===== src/rtl/ddr_loop_pkg.sv =====
// Shared types and helpers for the DDR loopback sequencer.
package ddr_loop_pkg;

  localparam int unsigned STATE_W = 3;

  // State encoding; the numeric values are visible on err_state.
  typedef enum logic [STATE_W-1:0] {
    IDLE       = 3'd0,
    RD_REQ     = 3'd1,
    RD_WAIT_HI = 3'd2,
    RD_WAIT_LO = 3'd3,
    WR_REQ     = 3'd4,
    WR_WAIT_HI = 3'd5,
    WR_WAIT_LO = 3'd6,
    FIN        = 3'd7
  } loop_state_e;

  // log2 of the beat size in bytes; the data width is a power-of-two multiple of 8.
  function automatic int unsigned beat_shift(input int unsigned data_width);
    return $clog2(data_width / 8);
  endfunction

endpackage


===== src/rtl/ddr_loop_ctrl_if.sv =====
// cDMA request/status bundle between the sequencer and the loopback datapath.
interface ddr_loop_ctrl_if #(
  parameter int unsigned ADDR_W = 16,
  parameter int unsigned SIZE_W = 16
) ();

  logic [ADDR_W-1:0] cdma_raddr;
  logic              cdma_raddr_vld;
  logic [SIZE_W-1:0] cdma_rsize;
  logic              cdma_rbusy;
  logic [ADDR_W-1:0] cdma_waddr;
  logic              cdma_waddr_vld;
  logic [SIZE_W-1:0] cdma_wsize;
  logic              cdma_wbusy;

  modport master (
    output cdma_raddr, cdma_raddr_vld, cdma_rsize,
    output cdma_waddr, cdma_waddr_vld, cdma_wsize,
    input  cdma_rbusy, cdma_wbusy
  );

  modport slave (
    input  cdma_raddr, cdma_raddr_vld, cdma_rsize,
    input  cdma_waddr, cdma_waddr_vld, cdma_wsize,
    output cdma_rbusy, cdma_wbusy
  );

endinterface


===== src/rtl/ddr_loop_ctrl_watchdog.sv =====
// Saturating wait-cycle counter with synchronous clear and terminal-count flag.
module loop_watchdog #(
  parameter int unsigned LIMIT = 32'h100000
) (
  input  logic clk,
  input  logic rst_n,
  input  logic clr,
  input  logic en,
  output logic expired_c
);

  localparam int unsigned CNT_W = $clog2(LIMIT + 1);

  logic [CNT_W-1:0] cnt;

  assign expired_c = (cnt == CNT_W'(LIMIT));

  // Count enabled cycles, hold at the limit, restart on clear.
  always_ff @(posedge clk or negedge rst_n) begin
    if (!rst_n) begin
      cnt <= '0;
    end else if (clr) begin
      cnt <= '0;
    end else if (en && !expired_c) begin
      cnt <= cnt + CNT_W'(1);
    end
  end

endmodule


===== src/rtl/ddr_loop_ctrl.sv =====
// Chunked DDR->BRAM->DDR copy sequencer driving the loopback cDMA ports.
module ddr_loop_ctrl
  import ddr_loop_pkg::*;
#(
  parameter int unsigned M_AXI_ADDR_WIDTH = 16,
  parameter int unsigned M_AXI_DATA_WIDTH = 128,
  parameter int unsigned cDMA_TRANS_WIDTH = 16,
  parameter int unsigned BRAM_MEM_DEPTH   = 32'h4000,
  parameter int unsigned TOTAL_WIDTH      = 32,
  parameter int unsigned TIMEOUT_CYCLES   = 32'h100000
) (
  input  logic                        clk,
  input  logic                        rst_n,
  input  logic                        start,
  input  logic [M_AXI_ADDR_WIDTH-1:0] src_addr,
  input  logic [M_AXI_ADDR_WIDTH-1:0] dst_addr,
  input  logic [TOTAL_WIDTH-1:0]      total_beats,
  output logic                        busy,
  output logic                        done,
  output logic                        error,
  output logic [STATE_W-1:0]          err_state,
  output logic [TOTAL_WIDTH-1:0]      chunk_cnt,
  ddr_loop_ctrl_if.master             cdma
);

  localparam int unsigned AW    = M_AXI_ADDR_WIDTH;
  localparam int unsigned TW    = TOTAL_WIDTH;
  localparam int unsigned SW    = cDMA_TRANS_WIDTH;
  localparam int unsigned SHIFT = beat_shift(M_AXI_DATA_WIDTH);

  // A chunk must be expressible on the size outputs.
  if (64'(BRAM_MEM_DEPTH) >= (64'd1 << SW)) begin : g_depth_chk
    $error("BRAM_MEM_DEPTH must be below 2**cDMA_TRANS_WIDTH");
  end

  loop_state_e   state, state_next;
  logic [AW-1:0] rd_ptr, wr_ptr;
  logic [TW-1:0] remaining, chunk, rem_left_c;
  logic          timeout_c, chunk_end_c, wd_expired_c, wd_en_c, wd_clr_c;
  logic          rvld_d, wvld_d, busy_d, done_d;
  logic          rvld, wvld;

  function automatic logic [TW-1:0] clip_chunk(input logic [TW-1:0] beats);
    return (beats > TW'(BRAM_MEM_DEPTH)) ? TW'(BRAM_MEM_DEPTH) : beats;
  endfunction

  assign rem_left_c = remaining - chunk;
  assign wd_en_c    = (state == RD_WAIT_HI) || (state == RD_WAIT_LO) ||
                      (state == WR_WAIT_HI) || (state == WR_WAIT_LO);
  assign wd_clr_c   = (state_next != state);

  loop_watchdog #(.LIMIT(TIMEOUT_CYCLES)) u_watchdog (
    .clk       (clk),
    .rst_n     (rst_n),
    .clr       (wd_clr_c),
    .en        (wd_en_c),
    .expired_c (wd_expired_c)
  );

  // State register.
  always_ff @(posedge clk or negedge rst_n) begin
    if (!rst_n) state <= IDLE;
    else        state <= state_next;
  end

  // Next-state logic; a satisfied wait condition wins over a same-cycle timeout.
  always_comb begin
    state_next  = state;
    timeout_c   = 1'b0;
    chunk_end_c = 1'b0;
    case (state)
      IDLE:       if (start) state_next = (total_beats == '0) ? FIN : RD_REQ;
      RD_REQ:     state_next = RD_WAIT_HI;
      RD_WAIT_HI: begin
        if (cdma.cdma_rbusy)   state_next = RD_WAIT_LO;
        else if (wd_expired_c) begin timeout_c = 1'b1; state_next = FIN; end
      end
      RD_WAIT_LO: begin
        if (!cdma.cdma_rbusy)  state_next = WR_REQ;
        else if (wd_expired_c) begin timeout_c = 1'b1; state_next = FIN; end
      end
      WR_REQ:     state_next = WR_WAIT_HI;
      WR_WAIT_HI: begin
        if (cdma.cdma_wbusy)   state_next = WR_WAIT_LO;
        else if (wd_expired_c) begin timeout_c = 1'b1; state_next = FIN; end
      end
      WR_WAIT_LO: begin
        if (!cdma.cdma_wbusy) begin
          chunk_end_c = 1'b1;
          state_next  = (rem_left_c != '0) ? RD_REQ : FIN;
        end else if (wd_expired_c) begin
          timeout_c  = 1'b1;
          state_next = FIN;
        end
      end
      FIN:        state_next = IDLE;
      default:    state_next = IDLE;
    endcase
  end

  // Output decode from the upcoming state so the registered outputs line up with it.
  always_comb begin
    rvld_d = 1'b0;
    wvld_d = 1'b0;
    busy_d = 1'b0;
    done_d = 1'b0;
    rvld_d = (state_next == RD_REQ);
    wvld_d = (state_next == WR_REQ);
    busy_d = (state_next != IDLE);
    done_d = (state_next == FIN);
  end

  // Registered status and request strobes.
  always_ff @(posedge clk or negedge rst_n) begin
    if (!rst_n) begin
      rvld <= 1'b0;
      wvld <= 1'b0;
      busy <= 1'b0;
      done <= 1'b0;
    end else begin
      rvld <= rvld_d;
      wvld <= wvld_d;
      busy <= busy_d;
      done <= done_d;
    end
  end

  // Job working registers: latch on start, advance at each chunk end, record timeouts.
  always_ff @(posedge clk or negedge rst_n) begin
    if (!rst_n) begin
      rd_ptr    <= '0;
      wr_ptr    <= '0;
      remaining <= '0;
      chunk     <= '0;
      chunk_cnt <= '0;
      error     <= 1'b0;
      err_state <= '0;
    end else begin
      if (state == IDLE && start) begin
        rd_ptr    <= src_addr;
        wr_ptr    <= dst_addr;
        remaining <= total_beats;
        chunk     <= clip_chunk(total_beats);
        chunk_cnt <= '0;
        error     <= 1'b0;
      end
      if (chunk_end_c) begin
        rd_ptr    <= rd_ptr + (AW'(chunk) << SHIFT);
        wr_ptr    <= wr_ptr + (AW'(chunk) << SHIFT);
        remaining <= rem_left_c;
        chunk     <= clip_chunk(rem_left_c);
        chunk_cnt <= chunk_cnt + TW'(1);
      end
      if (timeout_c) begin
        error     <= 1'b1;
        err_state <= state;
      end
    end
  end

  assign cdma.cdma_raddr     = rd_ptr;
  assign cdma.cdma_raddr_vld = rvld;
  assign cdma.cdma_rsize     = SW'(chunk);
  assign cdma.cdma_waddr     = wr_ptr;
  assign cdma.cdma_waddr_vld = wvld;
  assign cdma.cdma_wsize     = SW'(chunk);

endmodule


===== src/flat_wrapper.sv =====
// flat-port wrapper written by rule: the top's interface ports become plain ports
module ddr_loop_ctrl_flat import ddr_loop_pkg::*;
#(
  parameter int unsigned M_AXI_ADDR_WIDTH = 16,
  parameter int unsigned M_AXI_DATA_WIDTH = 128,
  parameter int unsigned cDMA_TRANS_WIDTH = 16,
  parameter int unsigned BRAM_MEM_DEPTH   = 32'h4000,
  parameter int unsigned TOTAL_WIDTH      = 32,
  parameter int unsigned TIMEOUT_CYCLES   = 32'h100000
)
  (clk, rst_n, start, src_addr, dst_addr, total_beats, busy, done, error, err_state, chunk_cnt, cdma_cdma_raddr, cdma_cdma_raddr_vld, cdma_cdma_rsize, cdma_cdma_waddr, cdma_cdma_waddr_vld, cdma_cdma_wsize, cdma_cdma_rbusy, cdma_cdma_wbusy);
  ddr_loop_ctrl_if #(.ADDR_W(16), .SIZE_W(16)) cdma_i ();
  input  logic clk;
  input  logic rst_n;
  input  logic start;
  input  logic [M_AXI_ADDR_WIDTH-1:0] src_addr;
  input  logic [M_AXI_ADDR_WIDTH-1:0] dst_addr;
  input  logic [TOTAL_WIDTH-1:0] total_beats;
  output logic busy;
  output logic done;
  output logic error;
  output logic [STATE_W-1:0] err_state;
  output logic [TOTAL_WIDTH-1:0] chunk_cnt;
  output wire logic [$bits(cdma_i.cdma_raddr)-1:0] cdma_cdma_raddr;
  output wire logic [$bits(cdma_i.cdma_raddr_vld)-1:0] cdma_cdma_raddr_vld;
  output wire logic [$bits(cdma_i.cdma_rsize)-1:0] cdma_cdma_rsize;
  output wire logic [$bits(cdma_i.cdma_waddr)-1:0] cdma_cdma_waddr;
  output wire logic [$bits(cdma_i.cdma_waddr_vld)-1:0] cdma_cdma_waddr_vld;
  output wire logic [$bits(cdma_i.cdma_wsize)-1:0] cdma_cdma_wsize;
  input wire logic [$bits(cdma_i.cdma_rbusy)-1:0] cdma_cdma_rbusy;
  input wire logic [$bits(cdma_i.cdma_wbusy)-1:0] cdma_cdma_wbusy;
  assign cdma_cdma_raddr = cdma_i.cdma_raddr;
  assign cdma_cdma_raddr_vld = cdma_i.cdma_raddr_vld;
  assign cdma_cdma_rsize = cdma_i.cdma_rsize;
  assign cdma_cdma_waddr = cdma_i.cdma_waddr;
  assign cdma_cdma_waddr_vld = cdma_i.cdma_waddr_vld;
  assign cdma_cdma_wsize = cdma_i.cdma_wsize;
  assign cdma_i.cdma_rbusy = cdma_cdma_rbusy;
  assign cdma_i.cdma_wbusy = cdma_cdma_wbusy;
  ddr_loop_ctrl #(.M_AXI_ADDR_WIDTH(M_AXI_ADDR_WIDTH), .M_AXI_DATA_WIDTH(M_AXI_DATA_WIDTH), .cDMA_TRANS_WIDTH(cDMA_TRANS_WIDTH), .BRAM_MEM_DEPTH(BRAM_MEM_DEPTH), .TOTAL_WIDTH(TOTAL_WIDTH), .TIMEOUT_CYCLES(TIMEOUT_CYCLES)) u_core (.clk(clk), .rst_n(rst_n), .start(start), .src_addr(src_addr), .dst_addr(dst_addr), .total_beats(total_beats), .busy(busy), .done(done), .error(error), .err_state(err_state), .chunk_cnt(chunk_cnt), .cdma(cdma_i));
endmodule

===== config.mk =====
export PLATFORM = sky130hd
export DESIGN_NAME = ddr_loop_ctrl_flat
export DESIGN_NICKNAME = d
export VERILOG_FILES = /design/src/rtl/ddr_loop_pkg.sv /design/src/rtl/ddr_loop_ctrl_if.sv /design/src/rtl/ddr_loop_ctrl_watchdog.sv /design/src/rtl/ddr_loop_ctrl.sv /design/src/flat_wrapper.sv
export SDC_FILE = /design/constraint.sdc
export NUM_CORES = 1
export LEC_CHECK = 0
export ABC_AREA = 1
export BUFFER_PORTS_ARGS = -buffer_cell sky130_fd_sc_hd__buf_2
export CAP_MARGIN = 25
export CORE_UTILIZATION = 45
export CTS_CLUSTER_DIAMETER = 30
export CTS_CLUSTER_SIZE = 16
export DETAILED_ROUTE_END_ITERATION = 6
export GPL_TIMING_DRIVEN = 0
export PLACE_DENSITY_LB_ADDON = 0.3
export SYNTH_ARGS = -nofsm -noshare
export SYNTH_HDL_FRONTEND = slang
export SYNTH_SLANG_ARGS = --single-unit

===== constraint.sdc =====
create_clock -name clk -period 3 [get_ports clk]
set_input_delay 0.3 -clock clk [delete_from_list [all_inputs] [get_ports clk]]
set_output_delay 0.3 -clock clk [all_outputs]
set_load 0.03 [all_outputs]

### Word-level counts from Yosys, hierarchy flattened

Cells that the tools add are included.

| operators by class | value |
|---|---|
| muxes and demuxes | 33 |
| reductions and logical operators | 13 |
| eq/ne operators | 12 |
| add/subtract/negate cells | 5 |
| order comparisons | 2 |

Operator list:

| cell | count |
|---|---|
| 32-bit two-way mux | 8 |
| 32-bit by 15-bit greater-than comparator with 1-bit output (second input constant) | 2 |
| 16-bit two-way mux | 4 |
| 21-bit two-way mux | 2 |
| 16-bit adder | 2 |
| 32-bit by 1-bit adder with 32-bit output (second input constant) | 1 |
| 32-bit zero test | 1 |
| 32-bit nonzero test | 1 |
| 32-bit subtractor | 1 |
| 3-bit two-way mux | 8 |
| 3-bit one-hot mux with 8 select lines | 1 |
| 21-bit by 1-bit adder with 21-bit output (second input constant) | 1 |
| 21-bit equality test (second input constant) | 1 |
| 3-bit equality test (second input constant) | 6 |
| 1-bit two-way mux | 9 |
| 3-bit by 1-bit equality test with 1-bit output (second input constant) | 2 |
| 3-bit by 2-bit equality test with 1-bit output (second input constant) | 2 |
| 2-bit nonzero test | 3 |
| 1-bit one-hot mux with 4 select lines | 1 |
| 3-bit zero test | 1 |
| 1-bit logical OR | 3 |
| 3-bit != test | 1 |
| 3-bit nonzero test | 1 |
| 1-bit logical AND | 2 |
| 1-bit zero test | 1 |

| storage, ports and cells | value |
|---|---|
| logic and storage cells | 78 |
| output and inout port bits | 104 |
| flip-flop bits (word level) | 160 |
| input port bits | 69 |

### Logic depth before layout (Yosys ltp)

Gate-level depths: netlist (run 1).

| depth | value |
|---|---|
| depth after elaboration | 7 |
| gate-level depth with buffers | 26 |
| gate-level depth less buffers | 25 |

### Cells and area by module

A second synthesis (run 1) with hierarchy kept.

| second synthesis, totals | value |
|---|---|
| cell total of the unflattened synthesis | 1739 |
| area, all modules | 11653.7 um2 |

By module, submodules not included:

| module | cells an instance | seq. area each (um2) | instances | area an instance (um2) |
|---|---|---|---|---|
| ddr_loop_ctrl | 1505 | 3478.3 | 1 | 10137.2 |
| loop_watchdog | 234 | 525.5 | 1 | 1516.5 |

### Least setup slack after synthesis (run 1)

OpenSTA, ideal clock, no wires.

| path | value |
|---|---|
| kind | reg2reg |
| start point | register u_core.wr_ptr[4], in the netlist u_core.cdma.cdma_waddr[4] |
| end point | register u_core.wr_ptr[14], in the netlist u_core.cdma.cdma_waddr[14] |
| required time | 2.882 ns |
| path buffers | 0 |
| clock period less this slack | 2.823 ns |
| library setup time | 0.118 ns |
| cell stages (with the launch flop) | 21 |
| setup slack | 0.177 ns |
| arrival time | 2.705 ns |
| cells stage by stage | dfrtp_1 -> ha_1 -> inv_1 -> fa_1 -> inv_1 -> nand2_1 -> nand2_1 -> a21oi_1 -> or2_2 -> nand2_1 -> nand2_1 -> nand2_1 -> a21oi_1 -> or2_2 -> nand2_1 -> nand2_1 -> nand2_1 -> a21oi_1 -> or2_2 -> nand3_1 -> nand2_1 |

| between the ends | value |
|---|---|
| longest elaborated chain between the ends | 2 |

RTL lines:

| element | RTL line | source |
|---|---|---|
| start, declared | ddr_loop_ctrl.sv:37 | `logic [AW-1:0] rd_ptr, wr_ptr;` |
| start signal, assigned | ddr_loop_ctrl.sv:141 | `wr_ptr <= dst_addr;` |
| start signal, assigned | ddr_loop_ctrl.sv:149 | `wr_ptr <= wr_ptr + (AW'(chunk) << SHIFT);` |
| 16-bit adder | ddr_loop_ctrl.sv:149 |  |
| 16-bit two-way mux | ddr_loop_ctrl.sv:147 | `if (chunk_end_c) begin` |

No other way between the ends.
A chain may end at the register's enable or synchronous reset.

### Final worst setup path (run 1)

| path | value |
|---|---|
| start point | register u_core.chunk[0] |
| end point | register u_core.chunk[8] |

| between the ends | value |
|---|---|
| longest elaborated chain between the ends | 4 |

RTL lines:

| element | RTL line | source |
|---|---|---|
| start, declared | ddr_loop_ctrl.sv:38 | `logic [TW-1:0] remaining, chunk, rem_left_c;` |
| start signal, assigned | ddr_loop_ctrl.sv:143 | `chunk <= clip_chunk(total_beats);` |
| start signal, assigned | ddr_loop_ctrl.sv:151 | `chunk <= clip_chunk(rem_left_c);` |
| 32-bit subtractor (*) | ddr_loop_ctrl.sv:47 | `assign rem_left_c = remaining - chunk;` |
| 32-bit by 15-bit greater-than comparator with 1-bit output | ddr_loop_ctrl.sv:44 | `return (beats > TW'(BRAM_MEM_DEPTH)) ? TW'(BRAM_MEM_DEPTH) : beats;` |
| 32-bit two-way mux (*) | ddr_loop_ctrl.sv:44 |  |
| 32-bit two-way mux (*) | ddr_loop_ctrl.sv:147 |  |

Mark *: on every way between the ends. The rest lies on a longest branch, timed or not.

==> results of run 1 <==
==> power by group through the flow <==
stage | combinational (uW) | sequential [uW] | clock, uW
after floorplan | 6050 | 3600 | 0
after global placement | 8600 | 3300 | 0
after detailed placement | 8720 | 3320 | 0
after CTS | 10200 | 3220 | 2100
after global routing | 13000 | 3340 | 2190
final | 11900 | 3280 | 2100
==> how the worst max path moves through the flow <==
stage	start	to	slack, ns
after floorplan	u_core.cdma.cdma_waddr[4]$_DFFE_PN0P_	u_core.cdma.cdma_waddr[14]$_DFFE_PN0P_	0.18
after global placement	rst_n	u_core.u_watchdog.cnt[6]$_DFFE_PN0P_	-1.00
after detailed placement	u_core.chunk[0]$_DFFE_PN0P_	u_core.chunk[10]$_DFFE_PN0P_	-0.57
after CTS	u_core.chunk[0]$_DFFE_PN0P_	u_core.chunk[14]$_DFFE_PN0P_	-0.001
after global routing	u_core.chunk[9]$_DFFE_PN0P_	u_core.chunk[8]$_DFFE_PN0P_	-0.09
final	u_core.chunk[0]$_DFFE_PN0P_	u_core.chunk[8]$_DFFE_PN0P_	0.01
==> critical path, stage by stage (launching register included) <==
cell and delay (ns):
dfrtp_2 0.44, ha_4 0.17, fa_2 0.35, inv_2 0.09, nand3_2 0.09, nand2_4 0.12
nand2_4 0.08, nand2_8 0.12, xnor2_4 0.13, nand3_2 0.10, buf_4 0.15, o41ai_4 0.41
nand2_2 0.13, nand2_4 0.12, buf_4 0.14, nand2_1 0.10, a21oi_2 0.15
==> layout by cell type, fill, tap and decap left out, types with 6 or more instances in the layout <==
cell type / synthesis / routed
nand2_1: 499 / 436
diode_2: 0 / 6
nor2_4: 1 / 12
xor2_1: 24 / 23
ha_1: 56 / 28
inv_2: 5 / 20
a21oi_2: 0 / 13
nand3b_1: 7 / 7
ha_4: 0 / 26
nand4_1: 24 / 24
nor4_1: 17 / 17
nand3_1: 94 / 84
o21ai_0: 58 / 58
buf_2: 0 / 171
nand3_2: 4 / 9
nor2_2: 12 / 30
dfrtp_1: 160 / 144
buf_4: 33 / 80
mux2i_1: 10 / 10
nand2_4: 2 / 15
nand2_2: 6 / 55
a21oi_1: 87 / 72
nor3_1: 24 / 19
clkbuf_1: 30 / 33
dfrtp_2: 0 / 16
nor2_1: 161 / 132
clkbuf_16: 0 / 17
inv_1: 260 / 244
==> area by class of cell <==
cell class,instances,area [um2]
diodes,6,15.01
plain buffers,66,397.9
clock buffers,22,464.2
clock inverters,10,80.08
fillers,2184,9822
inverters,266,1006
multi-input cells,1155,6898
flip-flops and latches,160,4024
well taps,324,405.4
repair buffers,227,1350
==> flip-flops by register name, summed over array words and instances, names as in the netlist, 3 cells and up <==
signal	flops
u_core.state	3
u_core.chunk_cnt	32
u_core.cdma.cdma_waddr	16
u_core.err_state	3
u_core.u_watchdog.cnt	21
u_core.remaining	32
u_core.cdma.cdma_raddr	16
u_core.chunk	32
==> cells in the mapped netlist (24+ instances only) <==
master	n
nor3_1	24
buf_4	33
clkbuf_1	30
nand3_1	94
xor2_1	24
dfrtp_1	160
inv_1	260
a21oi_1	87
nand2_1	499
nand4_1	24
ha_1	56
o21ai_0	58
nor2_1	161
==> cells by family after synthesis <==
kind of cell,after synthesis
AOI/OAI and AO/OA,184
xor gates and xnor gates,32
adders and majority gates,59
buffers and inverters,332
DFF,160
muxes,10
and+or+nand+nor,870
==> per-stage QoR <==
stage	cell area (um2)	hold WS (ns)	utilization, %	cells	setup WS (ns)
after CTS	13920	0.04834	56.92	2210	-0.001458
after detailed placement	12570	0.2529	51.40	2144	-0.5663
final	14640	0.04520	59.85	2236	0.01105
after global routing	14640	0.05488	59.84	2235	-0.08913
after global placement	12540	0.4587	51.25	2143	-1.000
after floorplan	11270	0.004409	-	1647	0.1774
==> per-layer routing <==
| metal | wire, um | track usage (%) | vias up |
|---|---|---|---|
| met5 | 0 | 0 | - |
| met4 | 1211 | 10.91 | 0 |
| met3 | 2571 | 5.377 | 83 |
| met2 | 17170 | 46.15 | 407 |
| met1 | 15180 | 35.53 | 5445 |
| li1 | - | - | 5681 |
==> timing repair <==
| item | 4_1_cts | 5_1_grt |
|---|---|---|
| endpoints found under the setup margin | 43 | 40 |
| pin swaps | 22 | 50 |
| cloned | 3 | 0 |
| resized for setup | 109 | 151 |
| hold buffers | 1 | 0 |
| buffers inserted | 30 | 20 |
| endpoints found under the hold margin | 50 | 0 |
==> results_dict.tcl, run 1 <==
set metrics [dict create \
    ant_nets 0 \
    p_seq_share_pct 19.0 \
    initial_utilization_pct 46.07 \
    drive_gt1_share_pct 27.54 \
    synth_ff_type "dfrtp_1" \
    hold_end "u_core.cdma.cdma_waddr[1]$_DFFE_PN0P_" \
    wl_per_cell_um 16.16 \
    power_frac_clock_pct 12.1 \
    port_buffers 172 \
    synth.top_cell.area_share_pct 35.52 \
    end_kind "flip-flop" \
    die_y_um 160.3 \
    route.detailed.drc 0 \
    htreeDepth 4 \
    r2r-start "u_core.chunk[0]$_DFFE_PN0P_" \
    grt_pass1_vias 10850 \
    slew_violations 0 \
    max_freq_ghz 0.3346 \
    critical_path_required_ns 3.35 \
    pin_count 173 \
    cap_viol_max_count 0 \
    post-dp-hpwl_mm 26.30 \
    synth_fa_ha_area_share_pct 6.750 \
    ff2ff_path_depth 16 \
    synth_top_family_by_area "simple AND/OR/NAND/NOR gates" \
    cts_tree "built" \
    areaGrowthSynthToFinish_pct 29.90 \
    ys_types 53 \
    grt_overflow_total 0 \
    clk_pin_slew_ns 0.07 \
    finalPower_uw 17280 \
    rsz0062_at_grt "true" \
    synthCells 1647 \
    insertion_delay_ns 0.44 \
    clockBufferDepth 2 \
    synth_seq_cells 160 \
    start_kind "flip-flop" \
    die_x_um 160.3 \
    gr-usage-all-layers_pct 27.77 \
    routed_wl_mm 36.13 \
    internal_power_uw 8411 \
    synthMuxAreaShare_pct 0.8881 \
    status "completed" \
    grt_pass1_wl_mm 56.10 \
    synth_top_cells_by_area "dfrtp_1 (36%), nand2_1 (17%), inv_1 (8.7%)" \
    synth_top_area_cell "dfrtp_1" \
    gp_congestion 0.9935 \
    leakagePower_uw 0.007628 \
    synth.net_count 1775 \
    coreArea_mm2 0.02446 \
    grt_max_degree 111 \
    synth-simple-area-share_pct 32.97 \
    critPathMaxFanout 3 \
    switching_share_pct 51.32 \
    antenna_found_initial 6 \
    worst_pin_slew_ns 0.7253 \
    vdd_ir_drop_max_uv 570.3 \
    die-area_mm2 0.02568 \
    rows 57 \
    synth_edf_count 0 \
    reg2reg_slack_ns 0.01 \
    min_from "dst_addr[1]" \
    layout.nets 2021 \
    r2r_end "u_core.chunk[8]$_DFFE_PN0P_" \
    setup_viol 0 \
    combPwrFrac_pct 68.9 \
    dr.pass1.iters 6 \
    min_period_ns 2.989 \
    setup_tns_ns 0 \
    numCtsBuffers 17 \
    syn_avg_cell_area_um2 6.843 \
    async_flop_share_pct 100.0 \
    maxSlewHeadroom_pct 51.65 \
    p_per_area_mw_per_mm2 1180 \
    vias 11620 \
    synth-xor-area-share_pct 2.487 \
    hp-class "input port to flip-flop" \
    yosysSeqAreaShare_pct 35.52 \
    cts_root_buf "clkbuf_16" \
    p_switching_uw 8867 \
    fin_crit_sh_pct 99.63 \
    fin_skew_ns 0.01280 \
    drt-initial-drc-count 893 \
    synthesis.area_mm2 0.01127 \
    yosys_warnings 0 \
    min_path_cells 3 \
    synth_compound_area_share_pct 9.070 \
    clock_sinks 160 \
    cp_data_arrival_time_ns 3.34 \
    finalHoldViolations 0 \
    setup.worst_path.class "flip-flop to flip-flop" \
    viasPerCell 5.195 \
]
No activity file was read; power rests on OpenSTA's default activity.
==> run 2: changes to the inputs <==
--- a/config.mk
+++ b/config.mk
@@ -8,7 +8,7 @@
 export ABC_AREA = 1
 export BUFFER_PORTS_ARGS = -buffer_cell sky130_fd_sc_hd__buf_2
 export CAP_MARGIN = 25
-export CORE_UTILIZATION = 45
+export CORE_UTILIZATION = 59
 export CTS_CLUSTER_DIAMETER = 30
 export CTS_CLUSTER_SIZE = 16
 export DETAILED_ROUTE_END_ITERATION = 6
@@ -16,4 +16,5 @@
 export PLACE_DENSITY_LB_ADDON = 0.3
 export SYNTH_ARGS = -nofsm -noshare
 export SYNTH_HDL_FRONTEND = slang
+export SYNTH_HIERARCHICAL = 1
 export SYNTH_SLANG_ARGS = --single-unit
==> run 2 against run 1 <==
The run now ends with DRC, setup timing left. Synthesized cell count rose by 5.6%. Clock-buffer cell count fell by 5. Area after synthesis rose by 3.4%. Utilization rose by 18 points. Power rose by 15%. Sequential power barely moved. Register-to-register slack got worse by 0.37 ns. Final area rose by 2.8%. Critical endpoint is now u_core/u_watchdog/cnt[13]$_DFFE_PN0P_. Final cell count rose by 1.3%. First-iteration DRC count rose by 39%.
==> results_dict.tcl, run 2 <==
set metrics [dict create \
    drive_gt1_share_pct 26.68 \
    status "finished with violations" \
    pin_count 173 \
    numCtsBuffers 17 \
    ys_types 55 \
    route.detailed.drc 3 \
    routed-wl-met2_mm 17.48 \
    cap_viol_max_count 0 \
    grt_pass1_vias 11300 \
    p_seq_share_pct 16.4 \
    drt-initial-drc-count 1245 \
    layout.nets 2113 \
    htreeDepth 4 \
    fin_skew_ns 0.01677 \
    max_freq_ghz 0.2978 \
    wl_per_cell_um 16.64 \
    combPwrFrac_pct 72.3 \
    areaGrowthSynthToFinish_pct 29.11 \
    grt_pass1_wl_mm 56.04 \
    synth_edf_count 0 \
    synth_seq_cells 160 \
    maxSlewHeadroom_pct 43.45 \
    wl_met3_mm 3.482 \
    cts_root_buf "clkbuf_16" \
    synthesis.area_mm2 0.01165 \
    rsz0062_at_grt "true" \
    gr-usage-all-layers_pct 36.07 \
    gp_congestion 0.9713 \
    p_switching_uw 10480 \
    rows 51 \
    grt_max_degree 117 \
    synth_top_area_cell "dfrtp_1" \
    fin_ws_ns -0.3584 \
    die_y_um 142.5 \
    synth.net_count 1867 \
    switching_share_pct 52.79 \
    end_kind "flip-flop" \
    top_layer "met4" \
    syn_avg_cell_area_um2 6.701 \
    yosys_warnings 6 \
    critPathMaxFanout 5 \
    routed_wl_mm 37.70 \
    yosysSeqAreaShare_pct 34.36 \
    post-dp-hpwl_mm 26.16 \
    fin_crit_sh_pct 111.9 \
    synth.top_cell.area_share_pct 34.36 \
    hp-class "input port to flip-flop" \
    internal_power_uw 9374 \
    synth_top_cells_by_area "dfrtp_1 (34%), nand2_1 (19%), inv_1 (8.3%)" \
    setup_viol 33 \
    final_cell_mix "nand2_1 (529), inv_1 (252), buf_2 (171), nor2_1 (153), dfrtp_1 (148)" \
    async_flop_share_pct 100.0 \
    synthCells 1739 \
    final_common_cell "nand2_1" \
    clk_pin_slew_ns 0.08 \
    viasPerCell 5.550 \
    dr.pass1.iters 7 \
    yosysMostFrequentCell "nand2_1" \
    p_per_area_mw_per_mm2 1320 \
    die-area_mm2 0.02032 \
    dp_slack_ns -0.8058 \
    grt_overflow_total 0 \
    leakagePower_uw 0.007989 \
    antenna_found_initial 3 \
    cp_data_arrival_time_ns 3.69 \
    finalHoldViolations 0 \
    clock_sinks 160 \
    critical_path_required_ns 3.33 \
    insertion_delay_ns 0.44 \
    port_buffers 172 \
    worst_pin_slew_ns 0.8405 \
    coreArea_mm2 0.01940 \
    clockBufferDepth 2 \
    ant_nets 0 \
    synth_ff_type "dfrtp_1" \
    setup_tns_ns -8.141 \
    power_frac_clock_pct 11.3 \
    cts_tree "built" \
    start_kind "flip-flop" \
    m1WireLength_mm 15.17 \
    die_x_um 142.5 \
    vias 12580 \
    largestRegisters "u_core/chunk (32), u_core/chunk_cnt (32), u_core/remaining (32)" \
    vdd_ir_drop_max_uv 690.5 \
    initial_utilization_pct 60.07 \
    min_period_ns 3.358 \
    synth.top_cells.by_count "nand2_1 (582), inv_1 (258), nor2_1 (177), dfrtp_1 (160), nand3_1 (130)" \
    setup.worst_path.class "flip-flop to flip-flop" \
    violations "DRC, setup timing" \
    slew_violations 0 \
]
==> run 2: changes by cell type after synthesis, sizes merged, moves of 8 or more <==
cell   previous run  this run
nand2           507       591
nand3            98       132
a21oi            87        70
nor2            175       191
nor3             27        12
a22oi             2        15
o21ai            62        50
nor4             17         8
xor2             24        16
==> run 2: per-layer routing <==
layer,up-vias,global-route usage (%)
met3,116,7.066
met5,-,0
met1,5857,46.71
met4,0,16.30
li1,5970,-
met2,633,58.36
==> run 2: per-stage QoR <==
| step | total power, uW | util [%] | area (um2) | instances | hold slack [ns] |
|---|---|---|---|---|---|
| after CTS | 17930 | 74.11 | 14380 | 2256 | 0.03907 |
| after global placement | 13410 | 66.38 | 12880 | 2176 | 0.4585 |
| after detailed placement | 13620 | 66.57 | 12910 | 2177 | 0.2180 |
| final | 19860 | 77.56 | 15050 | 2266 | 0.04994 |
| after floorplan | 10910 | - | 11680 | 1739 | 0.004409 |
| after global routing | 21050 | 77.56 | 15050 | 2266 | 0.04708 |
==> run 2: power groups by stage <==
stage               clock [uW]  sequential, uW  combinational, uW
detailed placement           0            3320              10300
floorplan                    0            3630               7290
CTS                       2250            3220              12500
global placement             0            3300              10100
finish                    2240            3260              14400
global route              2340            3310              15400
==> run 2: worst paths after layout <==
check	from	endpoint	slack, ns	cells after the start
max	u_core/chunk[0]$_DFFE_PN0P_	u_core/u_watchdog/cnt[13]$_DFFE_PN0P_	-0.36	24
min	dst_addr[2]	u_core/cdma.cdma_waddr[2]$_DFFE_PN0P_	0.05	3
max reg2reg	u_core/chunk[0]$_DFFE_PN0P_	u_core/u_watchdog/cnt[13]$_DFFE_PN0P_	-0.36	24
min reg2reg	u_core/chunk_cnt[31]$_DFFE_PN0P_	u_core/chunk_cnt[31]$_DFFE_PN0P_	0.48	1
max in group asynchronous	rst_n	u_core/chunk[13]$_DFFE_PN0P_	1.73	3
min in group asynchronous	rst_n	u_core/cdma.cdma_waddr[12]$_DFFE_PN0P_	0.33	2
==> run 2: cell families after synthesis <==
family,synth area share (%)
simple gates,36.13
buf+inv,12.02
compound gates,8.708
flops,34.36
fa+ha+maj,6.528
xor+xnor,1.653
mux,0.6013
==> run 2: area by class of cell <==
class / count / area (um2)
multi-input cells: 1246 / 7219
fillers: 1485 / 4353
flip-flops and latches: 160 / 4019
repair buffers: 227 / 1413
inverters: 266 / 1018
plain buffers: 67 / 432.9
clock buffers: 17 / 425.4
well taps: 265 / 331.6
clock inverters: 15 / 178.9
diodes: 3 / 7.507
==> run 2: worst max-delay path, stage by stage (launching register included) <==
cell,delay [ns]
dfrtp_2,0.44
ha_4,0.17
fa_2,0.36
inv_2,0.10
nand3_2,0.11
nand2_4,0.15
nand3_4,0.09
nand3_4,0.09
buf_6,0.13
xnor2_4,0.12
nand2_2,0.10
nor2_2,0.12
nand2_1,0.07
nor2_2,0.13
nand3_2,0.11
nand2_2,0.09
nand2_4,0.08
nand3_4,0.08
nand2_4,0.06
nand3_4,0.13
clkinv_8,0.08
buf_8,0.13
buf_8,0.12
nand4_1,0.10
nand2_1,0.06
==> run 2: timing repair <==
| action | CTS | global route |
|---|---|---|
| pin swaps | 49 | 56 |
| cloned | 3 | 1 |
| hold buffers | 1 | 0 |
| endpoints found under the hold margin | 44 | 0 |
| gates resized for setup | 127 | 129 |
| buffers inserted | 47 | 13 |
| endpoints found under the setup margin | 40 | 49 |
==> run 3: changes to the inputs <==
==> constraint.sdc (replaced) <==
create_clock -name clk -period 3.7 [get_ports clk]
set_input_delay 0.37 -clock clk [delete_from_list [all_inputs] [get_ports clk]]
set_output_delay 0.37 -clock clk [all_outputs]
set_load 0.03 [all_outputs]
==> run 3 against run 2 <==
The run now ends clean. Sequential share of layout area grew 2.7 points. Sequential power shrank 18%. Via count shrank 5.0%. Critical path type unchanged.
==> results_dict.tcl, run 3 (synthesis results as in run 2) <==
set metrics [dict create \
    grt_pass1_wl_mm 54.08 \
    place_area_mm2 0.01288 \
    setup.worst_path.class "flip-flop to flip-flop" \
    clk_pin_slew_ns 0.07 \
    gp_congestion 0.9636 \
    layout.nets 2066 \
    gr-usage-met2_pct 56.19 \
    grt_pass1_vias 11120 \
    fin_skew_ns 0.01499 \
    htreeDepth 4 \
    setup_viol 0 \
    setup_tns_ns 0 \
    min_period_ns 3.568 \
    clockBufferDepth 2 \
    fin_cells 2219 \
    areaGrowthSynthToFinish_pct 17.22 \
    vdd_ir_drop_max_uv 526.2 \
    final_cell_mix "nand2_1 (575), inv_1 (257), buf_2 (173), nor2_1 (171), dfrtp_1 (147)" \
    fin_crit_sh_pct 96.44 \
    ant_nets 0 \
    grt_overflow_total 0 \
    cp_data_arrival_time_ns 3.88 \
    end_kind "flip-flop" \
    worst_pin_slew_ns 0.9978 \
    cap_viol_max_count 0 \
    max_freq_ghz 0.2802 \
    dp.cells 2177 \
    finalHoldViolations 0 \
    die_y_um 142.5 \
    wl_per_cell_um 15.55 \
    critPathMaxFanout 10 \
    leakagePower_uw 0.007517 \
    coreArea_mm2 0.01940 \
    met1_usage_pct 45.22 \
    post-dp-hpwl_mm 26.43 \
    drive_gt1_share_pct 17.27 \
    use_met3_pct 6.427 \
    drt-initial-drc-count 825 \
    clock_sinks 160 \
    gr-usage-all-layers_pct 34.59 \
    finalPower_uw 13370 \
    insertion_delay_ns 0.44 \
    antenna_found_initial 3 \
    initial_utilization_pct 60.07 \
    hp-class "input port to flip-flop" \
    rows 51 \
    die-area_mm2 0.02032 \
    slew_violations 0 \
    grt_max_degree 85 \
    route.detailed.drc 0 \
    pin_count 173 \
    numCtsBuffers 17 \
    stdcell_area_mm2 0.01366 \
    p_per_area_mw_per_mm2 978.6 \
    port_buffers 172 \
    cts_tree "built" \
    dr.pass1.iters 5 \
    maxSlewHeadroom_pct 32.87 \
    largestRegisters "u_core/chunk (32), u_core/chunk_cnt (32), u_core/remaining (32)" \
    status "completed" \
    final_common_cell "nand2_1" \
    die_x_um 142.5 \
    viasPerCell 5.385 \
    vias 11950 \
    routed_wl_mm 34.51 \
    start_kind "flip-flop" \
    top_usage_layer "met2" \
    critical_path_required_ns 4.01 \
    cts_root_buf "clkbuf_16" \
]
## run 3: per-stage QoR
| stage | worst slack, ns | util, % | hold WS, ns |
|---|---|---|---|
| 2_1_floorplan | 0.3695 | - | 0.07441 |
| 3_3_place_gp | -0.5649 | 66.22 | 0.4587 |
| 3_5_place_dp | -0.6678 | 66.42 | 0.4195 |
| 4_1_cts | 0.01080 | 69.80 | 0.1210 |
| 5_1_grt | -0.04116 | 70.42 | 0.1305 |
| 6_report | 0.1315 | 70.42 | 0.1295 |
## run 3: timing repair
action / in CTS / in global routing
endpoints found under the setup margin: 21 / 21
hold buffers: 1 / 0
pin swaps: 0 / 3
resized for setup: 15 / 28
setup buffers: 0 / 6
hold endpoints to repair: 83 / 0
## run 3: worst paths after layout
| kind | start | end | slack [ns] | depth (start not counted) |
|---|---|---|---|---|
| hold / removal | dst_addr[2] | u_core/cdma.cdma_waddr[2]$_DFFE_PN0P_ | 0.13 | 3 |
| setup reg to reg | u_core/chunk[0]$_DFFE_PN0P_ | u_core/u_watchdog/cnt[15]$_DFFE_PN0P_ | 0.13 | 25 |
| hold reg to reg | u_core/chunk_cnt[31]$_DFFE_PN0P_ | u_core/chunk_cnt[31]$_DFFE_PN0P_ | 0.48 | 1 |
| setup / recovery | u_core/chunk[0]$_DFFE_PN0P_ | u_core/u_watchdog/cnt[15]$_DFFE_PN0P_ | 0.13 | 25 |
| max in group asynchronous | rst_n | u_core/chunk[9]$_DFFE_PN0P_ | 2.33 | 3 |
| min in group asynchronous | rst_n | u_core/cdma.cdma_waddr[11]$_DFFE_PN0P_ | 0.51 | 2 |
## run 3: worst max-delay path: stages (launching register included)
cell	delay, ns
dfrtp_2	0.43
ha_1	0.23
fa_2	0.38
inv_2	0.09
nand3_1	0.09
nand2_2	0.12
nand2_1	0.06
nand2_1	0.11
nand3_1	0.15
nand4_1	0.11
nand2_1	0.13
nor2_2	0.17
nand2_1	0.08
nor2_1	0.16
nand3_1	0.12
nand2_1	0.09
nand2_2	0.09
nand3_2	0.12
nand2_1	0.10
nand3_4	0.12
inv_8	0.07
nand2_8	0.10
inv_4	0.05
buf_6	0.14
nand2_1	0.05
nand2_1	0.06
## run 3: where the power goes
part	internal (uW)	total, uW	switching (uW)
combinational	2940	8930	5990
sequential	2240	2670	427
clock	909	1770	865
## run 3: cell type report
cell class | count | area, um2
tap | 265 | 331.6
inverter | 266 | 1008
buffer | 67 | 400.4
clock buffer | 17 | 425.4
antenna | 3 | 7.507
fill | 1752 | 5738
multi-input combinational | 1246 | 6341
clock inverter | 15 | 172.7
sequential | 160 | 4020
timing repair buffer | 180 | 953.4
## run 3: metal layers
layer	wire length, um	vias to the layer above
met4	1065	0
met5	0	-
met3	2731	64
li1	-	5875
met2	15920	492
met1	14790	5519
